**config.mk**
```make
export PLATFORM = sky130hd
export DESIGN_NAME = lsu_wb_buffered_flat
export DESIGN_NICKNAME = d
export VERILOG_FILES = /design/src/rtl/lsu_wb_buffered_if.sv /design/src/rtl/lsu_wb_buffered.sv /design/src/flat_wrapper.sv
export SDC_FILE = /design/constraint.sdc
export NUM_CORES = 1
export LEC_CHECK = 0
export CAP_MARGIN = 25
export CORE_MARGIN = 2
export CORE_UTILIZATION = 35
export CTS_CLUSTER_DIAMETER = 50
export CTS_CLUSTER_SIZE = 28
export DETAILED_ROUTE_END_ITERATION = 8
export SYNTH_ARGS = -nofsm -noshare
export SYNTH_HDL_FRONTEND = slang
export SYNTH_SLANG_ARGS = --single-unit
```
**constraint.sdc**
```tcl
create_clock -name clk -period 6.42 [get_ports clk]
set_clock_uncertainty 0.1 [all_clocks]
set_input_delay 0.963 -clock clk [delete_from_list [all_inputs] [get_ports clk]]
set_output_delay 0.963 -clock clk [all_outputs]
set_load 0.01 [all_outputs]
```
**src/rtl/lsu_wb_buffered_if.sv**
```systemverilog
// Wishbone data-bus bundle between the buffered LSU (master) and the memory system (slave).
interface wishbone #(
  parameter int XLEN = 32
);
  logic [XLEN-1:0]   adr;
  logic [XLEN-1:0]   dat_w;
  logic [XLEN-1:0]   dat_r;
  logic              we;
  logic [XLEN/8-1:0] sel;
  logic              stb;
  logic              cyc;
  logic              ack;

  modport MASTER (output adr, dat_w, we, sel, stb, cyc, input dat_r, ack);
  modport SLAVE  (input adr, dat_w, we, sel, stb, cyc, output dat_r, ack);
endinterface

```
**src/rtl/lsu_wb_buffered.sv**
```systemverilog
// Load/store unit with a store buffer: stores retire into the buffer, the bus FSM drains it
// in order, and loads wait for an empty buffer before issuing a single read.
module lsu_wb_buffered #(
  parameter int XLEN       = 32,
  parameter int WBUF_DEPTH = 2
) (
  input  logic            clk,
  input  logic            rst_n,
  wishbone.MASTER         data_bus,
  input  logic [31:2]     instr,
  input  logic [XLEN-1:0] ieu_result,
  input  logic [XLEN-1:0] rs2_data,
  input  logic            stall,
  output logic            stalled,
  output logic [XLEN-1:0] data,
  output logic            misaligned
);
  localparam int SELW = XLEN / 8;
  localparam int OFFW = $clog2(SELW);
  localparam int AW   = XLEN - OFFW;
  localparam int PTRW = (WBUF_DEPTH > 1) ? $clog2(WBUF_DEPTH) : 1;
  localparam int CNTW = $clog2(WBUF_DEPTH + 1);
  localparam logic [CNTW-1:0] FULL = CNTW'(WBUF_DEPTH);

  typedef enum logic [1:0] {IDLE, WRITE, READ, DONE} state_t;
  state_t state, state_n;

  logic [4:0]      opcode;
  logic [2:0]      funct3;
  logic            is_load, is_store, legal;
  logic [OFFW-1:0] offset;
  logic [2:0]      size_mask;
  logic            off_bad, load_req, store_full, push, pop;
  logic [SELW-1:0] store_sel;
  logic [XLEN-1:0] store_dat;
  logic            unused_instr;

  logic [AW-1:0]   buf_addr [WBUF_DEPTH];
  logic [XLEN-1:0] buf_dat  [WBUF_DEPTH];
  logic [SELW-1:0] buf_sel  [WBUF_DEPTH];
  logic [PTRW-1:0] head, tail;
  logic [CNTW-1:0] count;

  logic [AW-1:0]   ld_addr;
  logic [OFFW-1:0] ld_off;
  logic [2:0]      ld_funct3;
  logic [XLEN-1:0] shifted, load_ext;

  function automatic logic [SELW-1:0] lane_mask(input logic [1:0] size, input logic [OFFW-1:0] off);
    logic [7:0] m;
    case (size)
      2'b00:   m = 8'h01;
      2'b01:   m = 8'h03;
      2'b10:   m = 8'h0F;
      default: m = 8'hFF;
    endcase
    return m[SELW-1:0] << off;
  endfunction

  function automatic logic [PTRW-1:0] next_ptr(input logic [PTRW-1:0] p);
    return (p == PTRW'(WBUF_DEPTH - 1)) ? '0 : p + 1'b1;
  endfunction

  assign opcode       = instr[6:2];
  assign funct3       = instr[14:12];
  assign unused_instr = ^{instr[31:15], instr[11:7]};
  assign is_load      = (opcode == 5'b00000);
  assign is_store     = (opcode == 5'b01000);
  assign offset       = ieu_result[OFFW-1:0];

  always_comb begin
    legal = 1'b1;
    if (funct3[1:0] == 2'b11 && XLEN == 32) legal = 1'b0;
    if (is_store && funct3[2])              legal = 1'b0;
    if (is_load && funct3 == 3'b111)        legal = 1'b0;
  end

  always_comb begin
    case (funct3[1:0])
      2'b00:   size_mask = 3'd0;
      2'b01:   size_mask = 3'd1;
      2'b10:   size_mask = 3'd3;
      default: size_mask = 3'd7;
    endcase
  end

  assign off_bad    = |(offset & size_mask[OFFW-1:0]);
  assign misaligned = (is_load | is_store) & legal & off_bad;
  assign load_req   = is_load & legal & ~off_bad & ~stall;
  assign store_full = is_store & legal & ~off_bad & ~stall & (count == FULL);
  // Slot availability uses the registered count; a pop in the same cycle does not help.
  assign push       = is_store & legal & ~off_bad & ~stall & (count != FULL);
  assign pop        = (state == WRITE) & data_bus.ack;
  assign store_sel  = lane_mask(funct3[1:0], offset);

  always_comb begin
    store_dat = '0;
    for (int i = 0; i < SELW; i++)
      store_dat[8*i +: 8] = rs2_data[8*(i & int'(size_mask)) +: 8];
  end

  always_ff @(posedge clk) begin
    if (push) begin
      buf_addr[tail] <= ieu_result[XLEN-1:OFFW];
      buf_dat[tail]  <= store_dat;
      buf_sel[tail]  <= store_sel;
    end
  end

  always_ff @(posedge clk or negedge rst_n) begin
    if (!rst_n) begin
      state     <= IDLE;
      head      <= '0;
      tail      <= '0;
      count     <= '0;
      ld_addr   <= '0;
      ld_off    <= '0;
      ld_funct3 <= '0;
      data      <= '0;
    end else begin
      state <= state_n;
      if (push) tail <= next_ptr(tail);
      if (pop)  head <= next_ptr(head);
      if (push && !pop)      count <= count + 1'b1;
      else if (pop && !push) count <= count - 1'b1;
      if (state == IDLE && state_n == READ) begin
        ld_addr   <= ieu_result[XLEN-1:OFFW];
        ld_off    <= offset;
        ld_funct3 <= funct3;
      end
      if (state == READ && data_bus.ack) data <= load_ext;
    end
  end

  // A push in IDLE starts the write right away so the store reaches the bus next cycle.
  always_comb begin
    state_n = state;
    stalled = 1'b0;
    case (state)
      IDLE: begin
        stalled = load_req | store_full;
        if (load_req && count == '0)  state_n = READ;
        else if (count != '0 || push) state_n = WRITE;
      end
      WRITE: begin
        stalled = load_req | store_full;
        if (data_bus.ack) state_n = IDLE;
      end
      READ: begin
        stalled = 1'b1;
        if (data_bus.ack) state_n = DONE;
      end
      DONE: begin
        if (!stall) state_n = IDLE;
      end
      default: state_n = IDLE;
    endcase
  end

  always_comb begin
    shifted  = data_bus.dat_r >> {ld_off, 3'b000};
    load_ext = shifted;
    case (ld_funct3[1:0])
      2'b00: begin
        if (ld_funct3[2]) load_ext = XLEN'(shifted[7:0]);
        else              load_ext = XLEN'($signed(shifted[7:0]));
      end
      2'b01: begin
        if (ld_funct3[2]) load_ext = XLEN'(shifted[15:0]);
        else              load_ext = XLEN'($signed(shifted[15:0]));
      end
      2'b10: begin
        if (ld_funct3[2]) load_ext = XLEN'(shifted[31:0]);
        else              load_ext = XLEN'($signed(shifted[31:0]));
      end
      default: load_ext = shifted;
    endcase
  end

  assign data_bus.cyc   = (state == WRITE) || (state == READ);
  assign data_bus.stb   = (state == WRITE) || (state == READ);
  assign data_bus.we    = (state == WRITE);
  assign data_bus.adr   = (state == WRITE) ? {buf_addr[head], OFFW'(0)} : {ld_addr, OFFW'(0)};
  assign data_bus.dat_w = (state == WRITE) ? buf_dat[head] : '0;
  assign data_bus.sel   = (state == WRITE) ? buf_sel[head] :
                          (state == READ)  ? lane_mask(ld_funct3[1:0], ld_off) : '0;
endmodule

```
**src/flat_wrapper.sv**
```systemverilog
// flat-port wrapper written by rule: the top's interface ports become plain ports
module lsu_wb_buffered_flat 
#(
  parameter int XLEN       = 32,
  parameter int WBUF_DEPTH = 2
)
  (clk, rst_n, instr, ieu_result, rs2_data, stall, stalled, data, misaligned, data_bus_adr, data_bus_dat_w, data_bus_we, data_bus_sel, data_bus_stb, data_bus_cyc, data_bus_dat_r, data_bus_ack);
  wishbone #(.XLEN(XLEN)) data_bus_i ();
  input  logic clk;
  input  logic rst_n;
  input  logic [31:2] instr;
  input  logic [XLEN-1:0] ieu_result;
  input  logic [XLEN-1:0] rs2_data;
  input  logic stall;
  output logic stalled;
  output logic [XLEN-1:0] data;
  output logic misaligned;
  output wire logic [$bits(data_bus_i.adr)-1:0] data_bus_adr;
  output wire logic [$bits(data_bus_i.dat_w)-1:0] data_bus_dat_w;
  output wire logic [$bits(data_bus_i.we)-1:0] data_bus_we;
  output wire logic [$bits(data_bus_i.sel)-1:0] data_bus_sel;
  output wire logic [$bits(data_bus_i.stb)-1:0] data_bus_stb;
  output wire logic [$bits(data_bus_i.cyc)-1:0] data_bus_cyc;
  input wire logic [$bits(data_bus_i.dat_r)-1:0] data_bus_dat_r;
  input wire logic [$bits(data_bus_i.ack)-1:0] data_bus_ack;
  assign data_bus_adr = data_bus_i.adr;
  assign data_bus_dat_w = data_bus_i.dat_w;
  assign data_bus_we = data_bus_i.we;
  assign data_bus_sel = data_bus_i.sel;
  assign data_bus_stb = data_bus_i.stb;
  assign data_bus_cyc = data_bus_i.cyc;
  assign data_bus_i.dat_r = data_bus_dat_r;
  assign data_bus_i.ack = data_bus_ack;
  lsu_wb_buffered #(.XLEN(XLEN), .WBUF_DEPTH(WBUF_DEPTH)) u_core (.clk(clk), .rst_n(rst_n), .data_bus(data_bus_i), .instr(instr), .ieu_result(ieu_result), .rs2_data(rs2_data), .stall(stall), .stalled(stalled), .data(data), .misaligned(misaligned));
endmodule
```
==> results.sh <==
export IMPL_synth_seq_cells=205
export IMPL_cts_root_buf="clkbuf_16"
export IMPL_p_sw_mw=1.82
export IMPL_netSwitchingFraction_pct=33.4
export IMPL_synth_common_cells="edfxtp_1 (132), nor2_1 (99), mux2i_1 (82), dfrtp_1 (73), a21oi_1 (52)"
export IMPL_drv_slew=0
export IMPL_synth_edf_count=132
export IMPL_hold_path_class="in -> async"
export IMPL_first_pass_iters=4
export IMPL_finalSetupTns_ns=0
export IMPL_power_leakage_nw=4.66
export IMPL_grt_pass1_vias=5890
export IMPL_ys_flop_type="edfxtp_1"
export IMPL_yosysTopAreaCell="edfxtp_1"
export IMPL_antenna_found_initial=0
export IMPL_drt_iter0_drc=223
export IMPL_routed_wl_um=21500
export IMPL_io_buffer_count=210
export IMPL_cts_sinks=205
export IMPL_post_place_ws_ns=1.81
export IMPL_reg2regPathDepth=6
export IMPL_wire_per_inst_um=17.5
export IMPL_grt_pass1_wl_um=32800
export IMPL_ios=235
export IMPL_track_usage_pct=15.6
export IMPL_postCtsHoldBufs=0
export IMPL_yosysTopAreaCellShare_pct=44.1
export IMPL_gp_congestion=0.757
export IMPL_post_cts_resized=0
export IMPL_clk_pin_slew_worst_paths_ns=0.08
export IMPL_synth_most_common_cell="edfxtp_1"
export IMPL_ys_types=46
export IMPL_clockPowerShare_pct=26.4
export IMPL_via_count=5923
export IMPL_synth_area_top_cells="edfxtp_1 (44%), dfrtp_1 (20%), mux2i_1 (9.1%)"
export IMPL_placed_area_um2=11400
export IMPL_die_area_um2=27000
export IMPL_maxSlewHeadroom_pct=44.2
export IMPL_vdd_drop_max_mv=0.315
export IMPL_placementRows=58
export IMPL_endpoint_kind="output port"
export IMPL_seqPwrFrac_pct=34.2
export IMPL_cts_buffers_inserted=25
export IMPL_fin_crit_sh_pct=68.3
export IMPL_viasPerCell=4.82
export IMPL_fillCellCount=2252
export IMPL_place_inst=1181
export IMPL_cp_start_kind="register"
export IMPL_grt_max_degree=69
export IMPL_setup_slack_ns=2.04
export IMPL_p_per_area_nw_per_um2=442
export IMPL_fin_crit_ns=4.38
export IMPL_power_frac_comb_pct=39.4
export IMPL_cts_path_max_buffers=3
export IMPL_cp_max_fo=68
export IMPL_layout_cells_non_filler=1228
export IMPL_syn_cell_area_um2=8980
export IMPL_syn_inst=670
export IMPL_setup_viol=0
export IMPL_r2r_slack_ns=3.97
export IMPL_insertedDiodeCount=0
export IMPL_cts_max_level=1
export IMPL_cts_setup_buffers=0
export IMPL_area_delta_synth_final_pct=37.1
export IMPL_yosysWarnings=0
export IMPL_postRouteAntennaNets=0
export IMPL_status="finished, final reports clean"
export IMPL_synth_seq_area_share_pct=64.5
export IMPL_insertion_delay_ns=0.51
export IMPL_timing_worst_setup_path_type="reg -> out"
export IMPL_power_mw=5.44
export IMPL_required_ns=5.36
export IMPL_die_h_um=164
export IMPL_cts_tree="built"
export IMPL_fp_dieW_um=164
export IMPL_timing_fmax_ghz=0.228
export IMPL_grt_ovfl_total=0
export IMPL_finalHoldViolCount=0
export IMPL_drc=0
export IMPL_async_flop_share_pct=35.6
export IMPL_worstPathArrival_ns=3.32
export IMPL_start_util_pct=35.7
export IMPL_final_nets=1016
export IMPL_dpl_hpwl_um=13900
export IMPL_syn_avg_cell_area_um2=13.4
export IMPL_core_area_um2=25200
export IMPL_drive_gt1_share_pct=11.6
export IMPL_p_int_mw=3.63
export IMPL_fin_area_um2=12300
export IMPL_max_cap_violations=0
export IMPL_worst_pin_slew_ns=0.835
export IMPL_rsz0062_at_grt="no"
-- cells in the final DEF (no fill, tap or decap), types with 4 or more instances in the layout --
cell and count:
o21a_1 7, o22a_1 8, clkbuf_16 25, o211ai_1 8
o21ai_0 17, edfxtp_1 132, nand2_1 39, buf_4 11
dfrtp_1 72, ha_1 4, inv_6 4, inv_1 4
mux2_1 30, clkdlybuf4s50_1 209, nor2_1 99, inv_8 4
mux2_2 37, a21oi_1 52, mux2i_1 82
-- state kept, by name, summed over array words and instances (netlist names) --
register / count
u_core.buf_addr: 60
u_core.buf_dat: 64
u_core.buf_sel: 8
u_core.count: 2
u_core.data: 32
u_core.head: 1
u_core.ld_addr: 30
u_core.ld_funct3: 3
u_core.ld_off: 2
u_core.state: 2
u_core.tail: 1
-- cell type report --
| cell class | count | area, um^2 | share of cell area (%) |
|---|---|---|---|
| multi-input combinational | 421 | 3000 | 24.3 |
| clock buffer | 26 | 639 | 5.19 |
| inverter | 5 | 18.8 | 0.152 |
| clock inverter | 18 | 216 | 1.76 |
| tap | 330 | 413 | 3.35 |
| timing repair buffer | 223 | 2230 | 18.1 |
| sequential | 205 | 5790 | 47.1 |
-- per-stage QoR --
step	util, %	hold slack (ns)
after CTS	48.7	0.248
after global placement	45.3	0.361
after floorplan	-	0.355
final	48.9	0.250
after global routing	48.9	0.262
after detailed placement	45.3	0.367
-- layer usage --
metal	up-vias	share of wire (%)	global-route usage, %
met3	23	7.7	4.72
met4	0	1.3	3.47
met5	-	0	0
li1	2875	-	-
met2	163	46	25.5
met1	2862	44	20.5
-- cells by family after synthesis --
kind of cell / count (synthesis) / synth area share [%]
xor+xnor: 5 / 0.488
fa+ha+maj: 5 / 0.697
flops: 205 / 64.5
compound gates: 101 / 6.80
buf+inv: 45 / 2.33
other cells: 1 / 0.0418
simple gates: 158 / 7.38
mux: 150 / 17.8
-- worst max-delay path, cell delays in order (launching register included) --
cell	delay, ns
dfrtp_1	0.42
inv_1	0.15
ha_2	0.18
buf_4	0.56
clkinv_1	0.30
buf_4	0.34
o21ai_0	0.22
clkdlybuf4s50_1	0.64
-- power by group through the flow --
| stage | Sequential (mW) | Clock (mW) | Combinational (mW) |
|---|---|---|---|
| floorplan | 1.83 | 0 | 1.17 |
| global placement | 1.88 | 0 | 2.16 |
| detailed placement | 1.89 | 0 | 2.17 |
| CTS | 1.86 | 1.48 | 2.18 |
| global route | 1.90 | 1.53 | 2.34 |
| finish | 1.86 | 1.44 | 2.14 |
-- worst paths after layout --
| path | start | end |
|---|---|---|
| worst max-delay path | u_core.state[1] | data_bus_sel[0] |
| worst min-delay path | rst_n | u_core.ld_addr[9] |
| worst max register to register | u_core.count[0] | u_core.ld_funct3[0] |
| worst min register to register | u_core.data[0] | u_core.data[0] |
| max in group asynchronous | rst_n | u_core.head |
| min in group clk | u_core.data[0] | u_core.data[0] |
No activity file was read; power rests on OpenSTA's default activity.
